[config.mk]
export PLATFORM = sky130hd
export DESIGN_NAME = operand_fetch_seq
export DESIGN_NICKNAME = d
export VERILOG_FILES = /design/src/rtl/operand_fetch_seq_pkg.sv /design/src/rtl/rom_addr_gen.sv /design/src/rtl/operand_fetch_seq.sv
export SDC_FILE = /design/constraint.sdc
export NUM_CORES = 1
export LEC_CHECK = 0
export ABC_AREA = 1
export BUFFER_PORTS_ARGS = -buffer_cell sky130_fd_sc_hd__buf_2
export CAP_MARGIN = 20
export CELL_PAD_IN_SITES_DETAIL_PLACEMENT = 1
export CELL_PAD_IN_SITES_GLOBAL_PLACEMENT = 2
export CORE_AREA = 2 2 108 121
export DETAILED_ROUTE_END_ITERATION = 8
export DIE_AREA = 0 0 110 123
export PLACE_DENSITY_LB_ADDON = 0.1
export SETUP_SLACK_MARGIN = 0.05
export SKIP_CTS_REPAIR_TIMING = 1
export SYNTH_ARGS = -nofsm -noshare
export SYNTH_HDL_FRONTEND = slang
export SYNTH_SLANG_ARGS = --single-unit
[constraint.sdc]
create_clock -name clk -period 2.2 [get_ports clk]
set_input_delay 0.44 -clock clk [delete_from_list [all_inputs] [get_ports clk]]
set_output_delay 0.44 -clock clk [all_outputs]
set_load 0.02 [all_outputs]
[src/rtl/operand_fetch_seq_pkg.sv]
// Shared definitions for the operand fetch sequencer: FSM state type and ROM timing.
package operand_fetch_seq_pkg;

  typedef enum logic [2:0] {
    IDLE,
    RD_A,
    RD_B,
    PRESENT,
    FINISH
  } fetch_state_t;

  localparam int unsigned ROM_READ_LATENCY = 1;

endpackage

[src/rtl/rom_addr_gen.sv]
// Loadable ROM address counter; exposes the +1 (operand B) and +2 (next pair) addresses.
module rom_addr_gen #(
  parameter int unsigned ADDRESS_WIDTH = 7
) (
  input  logic                     clk,
  input  logic                     reset,
  input  logic                     load,
  input  logic                     advance,
  input  logic [ADDRESS_WIDTH-1:0] load_value,
  output logic [ADDRESS_WIDTH-1:0] addr_plus1,
  output logic [ADDRESS_WIDTH-1:0] addr_plus2
);

  logic [ADDRESS_WIDTH-1:0] addr;

  always_ff @(posedge clk or posedge reset) begin
    if (reset) begin
      addr <= '0;
    end else if (load) begin
      addr <= load_value;
    end else if (advance) begin
      addr <= addr_plus2;
    end
  end

  // Truncation to ADDRESS_WIDTH gives the modulo-2^ADDRESS_WIDTH wrap.
  always_comb begin
    addr_plus1 = addr + ADDRESS_WIDTH'(1);
    addr_plus2 = addr + ADDRESS_WIDTH'(2);
  end

endmodule

[src/rtl/operand_fetch_seq.sv]
// Operand fetch sequencer: reads {A,B} word pairs from a negedge-read ROM and
// presents them to the datapath over valid/ready, with busy/done/index status.
module operand_fetch_seq
  import operand_fetch_seq_pkg::*;
#(
  parameter int unsigned ADDRESS_WIDTH = 7,
  parameter int unsigned DATA_WIDTH    = 16,
  parameter int unsigned COUNT_WIDTH   = 6
) (
  input  logic                     clk,
  input  logic                     reset,
  input  logic                     start,
  input  logic [ADDRESS_WIDTH-1:0] base_addr,
  input  logic [COUNT_WIDTH-1:0]   pair_count,
  output logic [ADDRESS_WIDTH-1:0] rom_address,
  output logic                     rom_ren,
  output logic                     rom_cen,
  input  logic [DATA_WIDTH-1:0]    rom_data,
  output logic [DATA_WIDTH-1:0]    op_a,
  output logic [DATA_WIDTH-1:0]    op_b,
  output logic                     out_valid,
  input  logic                     out_ready,
  output logic [COUNT_WIDTH-1:0]   pair_index,
  output logic                     busy,
  output logic                     done
);

  fetch_state_t             state;
  logic [COUNT_WIDTH-1:0]   remaining;
  logic [ADDRESS_WIDTH-1:0] addr_plus1;
  logic [ADDRESS_WIDTH-1:0] addr_plus2;
  logic                     launch;
  logic                     accept;
  logic                     advance;

  always_comb begin
    launch  = (state == IDLE) && start && (pair_count != '0);
    accept  = (state == PRESENT) && out_ready;
    advance = accept && (remaining > COUNT_WIDTH'(1));
  end

  rom_addr_gen #(
    .ADDRESS_WIDTH(ADDRESS_WIDTH)
  ) u_addr_gen (
    .clk        (clk),
    .reset      (reset),
    .load       (launch),
    .advance    (advance),
    .load_value (base_addr),
    .addr_plus1 (addr_plus1),
    .addr_plus2 (addr_plus2)
  );

  // Outputs are registered, so ROM controls are set up on the edge that
  // enters each read state; the ROM samples them on the following falling edge.
  always_ff @(posedge clk or posedge reset) begin
    if (reset) begin
      state       <= IDLE;
      remaining   <= '0;
      rom_address <= '0;
      rom_ren     <= 1'b0;
      rom_cen     <= 1'b0;
      op_a        <= '0;
      op_b        <= '0;
      out_valid   <= 1'b0;
      pair_index  <= '0;
      busy        <= 1'b0;
      done        <= 1'b0;
    end else begin
      done <= 1'b0;
      case (state)
        IDLE: begin
          if (start) begin
            busy <= 1'b1;
            if (pair_count != '0) begin
              remaining   <= pair_count;
              pair_index  <= '0;
              rom_address <= base_addr;
              rom_cen     <= 1'b1;
              rom_ren     <= 1'b1;
              state       <= RD_A;
            end else begin
              done  <= 1'b1;
              state <= FINISH;
            end
          end
        end
        RD_A: begin
          op_a        <= rom_data;
          rom_address <= addr_plus1;
          state       <= RD_B;
        end
        RD_B: begin
          op_b      <= rom_data;
          rom_cen   <= 1'b0;
          rom_ren   <= 1'b0;
          out_valid <= 1'b1;
          state     <= PRESENT;
        end
        PRESENT: begin
          if (accept) begin
            out_valid <= 1'b0;
            if (advance) begin
              remaining   <= remaining - COUNT_WIDTH'(1);
              pair_index  <= pair_index + COUNT_WIDTH'(1);
              rom_address <= addr_plus2;
              rom_cen     <= 1'b1;
              rom_ren     <= 1'b1;
              state       <= RD_A;
            end else begin
              done  <= 1'b1;
              state <= FINISH;
            end
          end
        end
        FINISH: begin
          busy  <= 1'b0;
          state <= IDLE;
        end
        default: begin
          busy      <= 1'b0;
          out_valid <= 1'b0;
          rom_cen   <= 1'b0;
          rom_ren   <= 1'b0;
          state     <= IDLE;
        end
      endcase
    end
  end

endmodule

# [Word-level counts from Yosys, hierarchy flattened]
# Cells that the tools add are included.
[word_totals] reg_bits=65 in_bits=33 output_inout_bits=50
[classes] addsub=4 magnitude_cmp=1 n_eq_ne=8 n_mux=35 bitwise_logic=3 reduce_logical=18
[ops] operator="$mux W6" n=8
[ops] operator="$mux W7" n=5
[ops] operator="$pmux W6 S2" n=2
[ops] operator="$pmux W7 S3" n=1
[ops] operator="$reduce_and A5 Y1" n=3
[ops] operator="$mux W3" n=4
[ops] operator="$pmux W3 S4" n=1
[ops] operator="$mux W1" n=10
[ops] operator="$add A7 B1 Y7 const B" n=1
[ops] operator="$add A7 B2 Y7 const B" n=1
[ops] operator="$add A6 B1 Y6 const B" n=1
[ops] operator="$eq A3 B2 Y1 const B" n=2
[ops] operator="$gt A6 B1 Y1 const B" n=1
[ops] operator="$ne A2 B2 Y1 const B" n=3
[ops] operator="$pmux W1 S3" n=2
[ops] operator="$reduce_and A2 Y1" n=3
[ops] operator="$reduce_bool A6 Y1" n=1
[ops] operator="$reduce_or A3 Y1" n=2
[ops] operator="$sub A6 B1 Y6 const B" n=1
[ops] operator="$logic_and A1 B1 Y1" n=4
[ops] operator="$pmux W1 S2" n=2
[ops] operator="$reduce_bool A2 Y1" n=2
[ops] operator="$eq A3 B1 Y1 const B" n=1
[ops] operator="$eq A3 B3 Y1 const B" n=1
[ops] operator="5 further kinds" n=7

# [Depth between registers and ports, before layout]
# Gate-level depths: netlist (run 1).
[depth] depth_word=6 mapped_depth=12 mapped_depth_nobuf=11

# [Hierarchy]
# A second synthesis (run 1) with hierarchy kept.
[unflattened] hier_cells=421 area_unflattened_um2=3394.5
[modules_own_cells] mod="operand_fetch_seq" instances=1 cells_per_inst=357 area_each_um2=2855.2
[modules_own_cells] mod="rom_addr_gen" instances=1 cells_per_inst=64 area_each_um2=539.3

# [Least setup slack after synthesis (run 1)]
# Ideal clock, no wire load.
[synth_path] kind="register to register" startpoint="reg remaining[0]" endpoint="reg pair_index[0]" t_arrival_ns=1.414 path_slack_ns=0.670 stages_incl_launch_ff=12 path_buffers=1 period_less_slack_ns=1.530 path_cell_list="dfrtp_1 > inv_1 > ha_1 > inv_1 > nand2_1 > nand3_1 > nand2_2 > nand2_4 > nand3_4 > buf_6 > nand2_1 > nand2_1"
[synth_between] elab_chain_cells=4
[synth_lines] item="start: declaration" line_no="operand_fetch_seq.sv:29" rtl="logic [COUNT_WIDTH-1:0] remaining;"
[synth_lines] item="start signal: assignment" line_no="operand_fetch_seq.sv:76" rtl="remaining <= pair_count;"
[synth_lines] item="start signal: assignment" line_no="operand_fetch_seq.sv:104" rtl="remaining <= remaining - COUNT_WIDTH'(1);"
[synth_lines] item="$gt A6 B1 Y1" line_no="operand_fetch_seq.sv:39" rtl="advance = accept && (remaining > COUNT_WIDTH'(1));"
[synth_lines] item="$logic_and A1 B1 Y1" line_no="operand_fetch_seq.sv:39"
[synth_lines] item="$ne A2 B2 Y1 (no line)"
[synth_lines] item="$reduce_and A5 Y1 (no line)"
[synth_lines] item="end signal: assignment" line_no="operand_fetch_seq.sv:105" rtl="pair_index <= pair_index + COUNT_WIDTH'(1);"
[synth_lines] item="end: declaration" line_no="operand_fetch_seq.sv:23" rtl="output logic [COUNT_WIDTH-1:0] pair_index,"
# Every way passes these cells.
# A chain may end at the register's enable or synchronous reset.

# [Final worst setup path (run 1)]
[layout_path] startpoint="reg remaining[0]" endpoint="reg rom_address[1]"
[layout_between] elab_chain_cells=4
[layout_lines] item="$gt A6 B1 Y1" line_no="operand_fetch_seq.sv:39"
[layout_lines] item="$logic_and A1 B1 Y1" line_no="operand_fetch_seq.sv:39"
[layout_lines] item="$ne A2 B2 Y1 (no line)"
[layout_lines] item="$reduce_and A5 Y1 (no line)"
[layout_lines] item="end signal: assignment" line_no="operand_fetch_seq.sv:78" rtl="rom_address <= base_addr;"
[layout_lines] item="end signal: assignment" line_no="operand_fetch_seq.sv:90" rtl="rom_address <= addr_plus1;"
[layout_lines] item="end signal: assignment" line_no="operand_fetch_seq.sv:106" rtl="rom_address <= addr_plus2;"
[layout_lines] item="end: declaration" line_no="operand_fetch_seq.sv:15" rtl="output logic [ADDRESS_WIDTH-1:0] rom_address,"
# Every way passes these cells.

==> results of run 1 <==
==> cells by family (layout without fill, tap and decap cells) <==
kind of cell,count (synthesis),count (layout),share of synthesized area
simple gates,233,233,0.303
xor+xnor,9,9,0.0242
compound gates,52,52,0.0857
buf+inv,53,146,0.0684
fa+ha+maj,5,5,0.0192
flops,65,65,0.500
==> worst max-delay path by stage <==
stage	from	end	slack, ps	cells past startpoint
floorplan	reset	busy	130	1
global placement	remaining[0]	rom_address[0]	480	10
detailed placement	remaining[0]	rom_address[4]	440	10
CTS	remaining[0]	rom_address[1]	420	10
global route	remaining[0]	rom_address[0]	210	10
finish	remaining[0]	rom_address[1]	460	10
==> per-layer routing <==
layer	routed length, um	up-vias	share of wire	global-route usage
li1	-	1479	-	-
met2	4420	56	0.47	0.239
met4	116	0	0.012	0.0522
met3	470	7	0.050	0.0464
met5	0	-	0	0
met1	4330	1395	0.46	0.208
==> tightest hold or removal path, delay by kind of cell <==
kind     cells  cell delay, ps
buf+inv      3             450
==> registers in the layout (all words and copies together), names as in the netlist <==
signal,count
state,3
busy,1
out_valid,1
done,1
u_addr_gen.addr,7
remaining,6
pair_index,6
op_a,16
rom_cen,1
rom_address,7
op_b,16
==> cell type report <==
type	count	area, sq um	area share
Clock buffer	9	225	0.0544
Clock inverter	7	70.1	0.0169
Inverter	42	160	0.0387
Multi-Input combinational cell	299	1410	0.339
Sequential cell	65	1630	0.393
Tap cell	157	196	0.0475
Timing Repair Buffer	88	455	0.110
==> placed cells by master (no fill, tap or decap), types with 2 or more instances in the layout <==
cell       instances
nand2_1          168
buf_2             82
dfrtp_1           65
o21ai_0           40
inv_1             38
nor2_1            30
nand3_1           23
clkbuf_16          9
xnor2_1            6
buf_4              6
a21oi_1            5
ha_1               5
inv_2              3
o21bai_1           3
xor2_1             3
clkinv_2           3
nand3_4            2
nor2_2             2
nand2_2            2
o211ai_1           2
==> cell usage after synthesis <==
master,count,area [sq um]
a21oi_1,5,25.0
buf_1,1,3.75
buf_2,2,10.0
buf_4,1,7.51
buf_6,2,22.5
clkbuf_1,5,18.8
dfrtp_1,65,1630
ha_1,5,62.6
inv_1,39,146
inv_2,2,7.51
inv_4,1,6.26
nand2_1,168,631
nand2_2,2,12.5
nand2_4,1,11.3
nand3_1,23,115
nand3_2,1,10.0
nand3_4,2,35.0
nand3b_1,1,7.51
nand4_1,1,6.26
nor2_1,30,113
nor2_2,2,12.5
nor2_4,1,11.3
nor2_8,1,20.0
o211ai_1,2,15.0
o21a_1,1,7.51
o21ai_0,40,200
o21bai_1,3,22.5
o221ai_1,1,8.76
xnor2_1,6,52.6
xor2_1,3,26.3
==> power groups by stage <==
stage	Clock (W)	Sequential (W)	Combinational (W)
after floorplan	0	0.00262	0.00197
after global placement	0	0.00219	0.00345
after detailed placement	0	0.00221	0.00348
after CTS	0.00149	0.00220	0.00349
after global routing	0.00155	0.00228	0.00391
final	0.00144	0.00218	0.00339
==> through the flow <==
stage	instance area, sq um	std cells	total power (W)	utilization
3_3_place_gp	3840	651	0.00564	0.312
3_5_place_dp	3840	651	0.00569	0.312
5_1_grt	4140	667	0.00774	0.336
6_report	4140	667	0.00701	0.336
4_1_cts	4140	667	0.00718	0.336
2_1_floorplan	3250	417	0.00459	-
==> run summary, run 1 <==
The number of top-level pins is 83. The final worst-path cycle share is 0.789, and the share of power burned in combinational logic is 0.484. The cell chosen for the clock root is clkbuf_16. The data arrival at the endpoint of the critical path was 1960 ps; the instance count of the mapped netlist was 417. The average wire length per cell after detail routing was 14.0 um; the number of max-slew violations in the final report was 0. The timing-limited maximum frequency was 0.576 GHz.

The summed instance area of the synthesized netlist is 0.00325 sq mm. Count of yosys warnings during synthesis: 0. Setup violations remaining at the end of the flow were counted as 0. The floorplan has 43 rows. Counting along the longest clock path gives a buffer depth of 2. For this block, the via count after detailed routing is 2937. The layout overhead on the synthesized area is 27.2%. The run gives 0.609 as the worst slew slack as a fraction of its limit. The depth of the worst register-to-register path came out at 10.

The diode insertion count for antenna repair was 0; the worst slack at placement was 435 ps. The region available for standard cell placement spans 0.0123 sq mm. The sequential element share of the synthesized area is 0.500, and the clock-pin slew on the worst setup and hold paths is 60 ps.

The final total negative setup slack is 0 ps. The horizontal die dimension was 110 um. The count of endpoints failing hold in the final timing report is 0. When the netlist entered floorplanning its net count stood at 455. For the number of buffers inserted during clock tree synthesis, the log shows 9.

At the pin with the least slew margin, the transition time is 587 ps. The first TritonRoute pass finished after 4 iterations. The number of global-route vias before repair is 3121. Count of buffers inserted at the top-level ports: 82.

The logs give 0.155 for the all-layer global routing usage and 0.00372 W for the internal cell power. After global routing the overflow that remains totals 0. For the worst-skew pair, the clock arrives at the later sink with an insertion delay of 330 ps. The tools report the cell leakage power as 2.27 nW.

The worst register-to-register path begins at remaining[0]. The first global-routing pass estimated 16.0 mm of wire. The switching share of power is 0.469, and the switching component of the power is 0.00328 W. The H-tree was split into 3 levels. The post-synthesis register bit count works out to 65. The critical path is of the flop to flop type.

The maximum number of pins on one net before global-route repair is 45. Clock power share: 0.205. The run gives 501 uV as the maximum vdd drop. The ratio of cells with drive above 1 in the final layout came out at 0.231.

Setup repair after global routing left no endpoint under its margin. Subtracting the final worst setup slack from the clock period gives 1740 ps. The fraction of power consumed by sequential logic is 0.311, and the count of nets after finishing is 543.

The run gives 0.0135 sq mm as the floorplan die area. Clock skew on the completed layout was measured at 5.40 ps. For this block, the routed nets add up to 9.35 mm of wire.

The worst hold slack across all endpoints is 162 ps. Averaged over all synthesized cells, the footprint is 7.80 sq um. The mean number of vias per cell is 4.40, and the number of distinct library cells after synthesis is 30.

The tools report the DRC violation count after routing as 0. The count of nets left with antenna violations once routing finished came out at 0. The tool flagged a number of max-cap violations equal to 0. Setup slack of the most critical reg-to-reg path: 460 ps. For the worst-case setup margin in the final layout, the log shows 464 ps. The run gives 1511 as the fill cell instance count of the final layout. Final weighted congestion in routability-driven placement: 0.773. The die is 123 um tall. The flow ran to the end, and the final reports show no timing, DRC or antenna violations.

The critical path goes through inv_1 > ha_1 > inv_1 > nand2_1 > nand3_1 > nand2_2 > nand2_4 > nand3_1 > nand2_1 > nand2_1. For the first-iteration detailed-routing DRC count, the log shows 110. TritonCTS built the clock tree. For the effective utilization at floorplan, the log shows 0.264. Detailed placement finished with a half-perimeter wire length of 6.92 mm. In this run the worst path has a maximum fanout of 7. The capture point of the worst reg-to-reg path was rom_address[1]. The highest cell delay on the worst timing path is 410 ps, and the sink count of the clock tree is 65. The worst setup path is captured at a flop. The run gives 2420 ps as the data required time at the worst endpoint. The cell area power density works out to 1690 mW/mm^2. The critical-path cell with the highest stage delay is dfrtp_1. Counting stages on the worst path, the most repeated cell is nand2_1. The initial antenna violation count was 0.

The tools report the critical path startpoint category as a flop. The worst path buffer plus inverter count is 2. The tightest min-delay check is of the primary input to asynchronous set/reset pin type. The cell family contributing the most delay on the critical path is simple AND/OR/NAND/NOR gates.
No activity file was read; power rests on OpenSTA's default activity.
==> inputs of run 2 (changes only) <==
--- a/config.mk
+++ b/config.mk
@@ -10,9 +10,9 @@
 export CAP_MARGIN = 20
 export CELL_PAD_IN_SITES_DETAIL_PLACEMENT = 1
 export CELL_PAD_IN_SITES_GLOBAL_PLACEMENT = 2
-export CORE_AREA = 2 2 108 121
+export CORE_AREA = 2 2 103 115
 export DETAILED_ROUTE_END_ITERATION = 8
-export DIE_AREA = 0 0 110 123
+export DIE_AREA = 0 0 105 117
 export PLACE_DENSITY_LB_ADDON = 0.1
 export SETUP_SLACK_MARGIN = 0.05
 export SKIP_CTS_REPAIR_TIMING = 1
==> constraint.sdc (replaced) <==
create_clock -name clk -period 1.7 [get_ports clk]
set_input_delay 0.34 -clock clk [delete_from_list [all_inputs] [get_ports clk]]
set_output_delay 0.34 -clock clk [all_outputs]
set_load 0.02 [all_outputs]
==> run 2 against run 1 <==
Compared with the run above: critical endpoint is now pair_index[2]; global-route usage increased by 0.34 points; die area decreased by 9.2%; clock skew decreased by 1.6 ps; critical path depth decreased by 1; highest routed layer unchanged.
==> run summary, run 2 (same netlist as run 1, synthesis figures left out) <==
The critical path starts at state[2]. The clock period minus final worst setup slack is 1570 ps, and the design area is 0.00436 sq mm. STA puts the critical path data required time at 1970 ps. Leaving out fill and tap cells, the most frequent cells in the layout are nand2_1 (165), buf_2 (82), dfrtp_1 (64). Summing over every cut layer, the via total after detailed routing is 3013. The maximum fanout count along the critical path works out to 8. In this run the critical register-to-register path is launched from state[2]. The tools report the critical path startpoint category as a flop.

The H-tree depth reported by CTS came out at 3. The number of iterations in the first detailed-routing pass is 4. Number of buffers inserted during clock tree synthesis: 9. Setup repair after global routing could not meet its margin everywhere.

The post-placement cell count is 652, and the average wire length per cell after detail routing is 14.0 um. In the final timing run, aggregate negative setup slack is 0 ps. The first-iteration detailed-routing DRC count was 60. In this run the tool buffered the top-level ports with 82 buffer cells. The run gives 65 as the sink count of the clock tree. The cell leakage power was 2.35 nW. TritonCTS built the clock tree. The tree is rooted in a clkbuf_16. Worst hold-check path type: primary input to asynchronous set/reset pin. The tools report the count of endpoints failing hold in the final timing report as 0.

The diode insertion count for antenna repair came out at 0. The later pin in the worst-skew pair is clocked with a latency of 330 ps. The effective utilization at floorplan was 0.291; the core occupancy in the finished layout was 0.390. The placed wire-length estimate was 6.62 mm; the number of top-level pins was 83.

Setup violations remaining at the end of the flow were counted as 0. The number of max-slew violations in the final report was 0; the instance area at placement was 0.00392 sq mm. At the pin with the least slew margin, the transition time is 365 ps. The final worst-path cycle share is 0.926.

Ratio of cells with drive above 1 in the final layout: 0.269. The number of global-route vias before repair is 2983. Worst slew slack as a fraction of its limit: 0.757. Summed over all layers, the global routing overflow is 0.

In this run the deepest clock path goes through 2 buffers. The worst setup path is of the flop to flop kind. For the timing-limited maximum frequency, the log shows 0.635 GHz. Capturing element type of the critical path: a flop.

The tool flagged a number of max-cap violations equal to 0. The logs give 15.1 mm for the first-pass GRT wire length and 1425 for the fill cell instance count of the final layout. At the end of routability-driven placement, the weighted congestion stood at 0.786. The floorplan die area was 0.0123 sq mm; the maximum number of pins on one net before global-route repair was 66.

In the final layout, the registers with the most flip-flops are op_a (16), op_b (16). OpenSTA, run right after detailed placement, puts the worst setup slack at 22.2 ps. The logs give 130 ps for the setup slack of the most critical reg-to-reg path and 0 for the remaining antenna violation count after routing.

The worst-case IR drop observed on VDD is 774 uV. The die is 105 um wide. The clock-pin slew on the worst setup and hold paths is 60 ps.

For this run, design rule violations remaining after detail routing come to 0. The mean number of vias per cell was 4.47. Data on the critical path arrives at its endpoint at 1840 ps. The tools report the initial antenna violation count as 0. In the post-route analysis, the smallest setup slack over all paths is 125 ps.

Height of the chip: 117 um. The finished layout holds 674 standard cells, fillers aside. The core region is 0.0112 sq mm. The floorplan has 41 rows.

The cell area power density was 2240 mW/mm^2. Post-route clock skew: 3.75 ps. The area growth from synthesis to layout is 33.9%.

The flow ran to the end, and the final reports show no timing, DRC or antenna violations. For this block, the routed nets add up to 9.44 mm of wire. The all-layer global routing usage is 0.159. Leaving out fill and tap cells, the most frequent cell in the layout is nand2_1. At the end of the flow, the number of nets in the layout was 558.
==> run 2: worst max-delay path, cell delays in order (launching register included) <==
cell and delay (ps):
dfrtp_1 430, inv_2 140, nand3_4 140, nor2_2 120
nand2_2 80, nand2_4 140, inv_6 70, nor2_4 240
nand2_1 80, nand2_1 70
==> run 2: area by class of cell <==
type / instances / area [sq um] / share of cell area
flip-flops and latches: 65 / 1630 / 0.374
multi-input cells: 301 / 1470 / 0.338
repair buffers: 101 / 582 / 0.134
clock buffers: 10 / 239 / 0.0549
well taps: 150 / 188 / 0.0431
inverters: 42 / 166 / 0.0382
clock inverters: 5 / 80.1 / 0.0184
==> run 2: worst paths after layout <==
check,endpoint,depth (start not counted)
max in group asynchronous,state[1],3
min in group clk,u_addr_gen.addr[6],3
hold reg to reg,rom_address[4],2
setup / recovery,pair_index[2],9
setup reg to reg,pair_index[2],9
hold / removal,op_a[10],3
==> run 2: power by group <==
group / switching (W) / internal, W
clock: 0.000690 / 0.00131
sequential: 0.000544 / 0.00228
combinational: 0.00318 / 0.00174
==> run 2: layer usage <==
layer | share of wire | track usage | up-vias
met2 | 0.48 | 0.268 | 58
li1 | - | - | 1512
met5 | 0 | 0 | -
met3 | 0.050 | 0.0482 | 10
met1 | 0.45 | 0.192 | 1433
met4 | 0.013 | 0.0640 | 0
==> run 2: metrics by stage <==
| step | hold slack (ps) | power (W) |
|---|---|---|
| floorplan | 457 | 0.00594 |
| global placement | 459 | 0.00744 |
| detailed placement | 460 | 0.00754 |
| CTS | 111 | 0.00962 |
| global route | 130 | 0.0107 |
| finish | 99.5 | 0.00975 |
==> inputs of run 3 (changes only) <==
--- a/config.mk
+++ b/config.mk
@@ -6,13 +6,13 @@
 export NUM_CORES = 1
 export LEC_CHECK = 0
 export ABC_AREA = 1
-export BUFFER_PORTS_ARGS = -buffer_cell sky130_fd_sc_hd__buf_2
 export CAP_MARGIN = 20
 export CELL_PAD_IN_SITES_DETAIL_PLACEMENT = 1
 export CELL_PAD_IN_SITES_GLOBAL_PLACEMENT = 2
-export CORE_AREA = 2 2 103 115
+export CORE_AREA = 2 2 95 107
 export DETAILED_ROUTE_END_ITERATION = 8
-export DIE_AREA = 0 0 105 117
+export DIE_AREA = 0 0 97 109
+export DONT_BUFFER_PORTS = 1
 export PLACE_DENSITY_LB_ADDON = 0.1
 export SETUP_SLACK_MARGIN = 0.05
 export SKIP_CTS_REPAIR_TIMING = 1
==> run 3 against run 2 <==
Compared with the run above: utilization is 2.0 points higher; sequential share of layout area is 4.2 points higher; maximum frequency is 1.6% higher; total power is 6.5% lower; die area is 14% lower; design area is 10% lower; register-to-register slack better by 20 ps; clock-buffer cell count is 1 higher; setup slack better by 25 ps; first-iteration DRC count is 73% higher; flip-flop and latch count stayed put; worst hold slack better by 13 ps; critical path type unchanged; critical endpoint is now remaining[3]; highest routed layer unchanged.
==> run summary, run 3 (same netlist as run 1, synthesis figures left out) <==
From synthesis to final layout, the design area changed by 20.4%. The worst hold-check path type is primary input to flop. The analysis attributes to cell leakage a power of 2.00 nW.

The maximum clock path buffer count was 2. The switching share of power is 0.481, and the clock period minus final worst setup slack is 1550 ps. The horizontal die dimension works out to 97 um.

For the worst slew slack as a fraction of its limit, the log shows 0.711. For this design, the sink count on the clock tree is 65. The instance area at placement came out at 0.00345 sq mm.

STA classifies the critical path startpoint as a flop. After detailed routing, the number of remaining DRC violations is 0. Setup repair after global routing left no endpoint under its margin. Across the run, the number of max-cap violations was 0. The core area is 0.00956 sq mm. The capture point of the worst reg-to-reg path is remaining[3]. The share of power burned in combinational logic came out at 0.426. The routed length on met1 came out at 4.01 mm. Number of max-slew violations in the final report: 0. The logs give 2761 for the via count of the routed design and 787 uV for the maximum vdd drop. Final worst-path cycle share: 0.912. Cell internal power was estimated by the tool at 0.00473 W.

In this run the worst path has a maximum fanout of 8. Number of setup violations in the final report: 0. TritonCTS built the clock tree. The tools report the initial antenna violation count as 0.

For the number of buffers inserted during clock tree synthesis, the log shows 9. Detailed routing placed a total of 509 um of wire on met3. The logs give 0.392 for the fraction of power consumed by sequential logic and 480 for the count of nets after finishing. At the pin with the least slew margin, the transition time is 434 ps. The largest registers in the layout are op_a (16), op_b (16).

The run gives 2813 as the number of global-route vias before repair. For the count of endpoints failing hold in the final timing report, the log shows 0. The core occupancy in the finished layout is 0.410, and the floorplan die area is 0.0106 sq mm. The tools report the clock power share as 0.181. Critical path start-end classification: flop to flop.

In the layout the commonest cells are nand2_1 (164), dfrtp_1 (64), o21ai_0 (40). The total number of placement rows came out at 38. Port buffering added 0 buffers.

The total wire length after detailed routing was 8.95 mm. Once routing completed, OpenROAD measured the worst setup slack at 150 ps. The worst setup path startpoint is remaining[0].

CTS placed an instance of clkbuf_8 at the clock tree root. Counting cells, the worst reg-to-reg path comes to 11. The die is 109 um tall. The logs give 1990 ps for the data required time at the worst endpoint and 0 for the diode insertion count for antenna repair. The count of nets left with antenna violations once routing finished came out at 0. After global routing the overflow that remains totals 0. For the total power after layout, the log shows 0.00911 W.

The clock arrives with 7.59 ps of skew. Pin placement for this block handled 83 I/O pins. Destination of the critical timing path: remaining[3]. The ratio of cells with drive above 1 in the final layout works out to 0.145.

The run finished with clean final reports. Most common cell after layout, fill and taps aside: nand2_1. The run gives 0.00438 W as the switching component of the power. The tools report the maximum number of pins on one net before global-route repair as 66.

The effective utilization at floorplan was 0.341; the cell area power density was 2330 mW/mm^2. First-iteration detailed-routing DRC count: 104. Timing would allow up to 0.645 GHz. The clock insertion delay at the later pin of the skew report is 350 ps. The routed wire length on met2 was 4.29 mm; the final weighted congestion in routability-driven placement was 0.727. The worst setup path is captured at a flop. Before CTS, the worst setup slack after placement is -47.0 ps. The top layer used by detailed routing was met4.

The first global-routing pass estimated 14.2 mm of wire. The H-tree generated during clock tree synthesis spans 3 levels. The tools report the setup slack of the most critical reg-to-reg path as 150 ps.

The data arrival at the endpoint of the critical path was 1840 ps. The startpoint identified for the worst register-to-register timing path is remaining[0]. The run gives 0.171 as the all-layer global routing usage.

Clock-pin slew on the worst setup and hold paths: 80 ps. The design area was 0.00392 sq mm; the mean number of vias per cell was 4.87. The number of iterations in the first detailed-routing pass is 4. Detailed placement finished with a half-perimeter wire length of 6.16 mm.

In the final routed layout, each cell accounts on average for 15.8 um.
==> run 3: cell count changes in the layout (fill, tap and decap cells not counted), sizes merged <==
cell | before | now
buf | 101 | 21
bufinv | 2 | 3
clkbuf | 10 | 11
clkinvlp | 3 | 2
dlygate4sd3 | 0 | 1
nand3 | 27 | 28
==> run 3: how the worst min path moves through the flow <==
| stage | start | endpoint | cells past startpoint |
|---|---|---|---|
| 2_1_floorplan | base_addr[6] | u_addr_gen.addr[6] | 2 |
| 3_3_place_gp | reset | pair_index[5] | 2 |
| 3_5_place_dp | reset | op_b[7] | 2 |
| 4_1_cts | reset | state[0] | 2 |
| 5_1_grt | base_addr[6] | u_addr_gen.addr[6] | 2 |
| 6_report | base_addr[6] | u_addr_gen.addr[6] | 2 |
==> run 3: through the flow <==
stage / instances / hold slack [ps] / TNS [ps]
floorplan: 417 / 457 / 0
global placement: 537 / 340 / 0
detailed placement: 537 / 362 / -268
CTS: 553 / -24.5 / -534
global route: 567 / 117 / 0
finish: 567 / 112 / 0
==> run 3: area by class of cell <==
type / count / area [sq um]
Clock buffer: 11 / 141
Sequential cell: 65 / 1630
Fill cell: 1134 / 5640
Clock inverter: 5 / 103
Multi-Input combinational cell: 302 / 1540
Tap cell: 120 / 150
Inverter: 42 / 166
Timing Repair Buffer: 22 / 193
==> run 3: layer usage <==
| metal | vias to the layer above | GRT usage |
|---|---|---|
| met5 | - | 0 |
| met4 | 0 | 0.0694 |
| met3 | 11 | 0.0487 |
| met2 | 66 | 0.280 |
| met1 | 1332 | 0.213 |
| li1 | 1352 | - |
==> run 3: power by group through the flow <==
stage	clock network, W	logic, W	registers, W
6_report	0.00165	0.00389	0.00358
5_1_grt	0.00177	0.00447	0.00369
4_1_cts	0.00170	0.00338	0.00359
3_5_place_dp	0	0.00337	0.00361
3_3_place_gp	0	0.00326	0.00361
2_1_floorplan	0	0.00255	0.00339
==> run 3: worst max-delay path, stage by stage, from the launching register on <==
cell     delay, ps
dfrtp_1        410
inv_2           80
ha_4           170
inv_2           50
nand2_2         50
nand3_2         70
nand2_4         80
nand2_8        110
inv_6           60
nor2_4         240
nand2_1         90
nand2_1         60
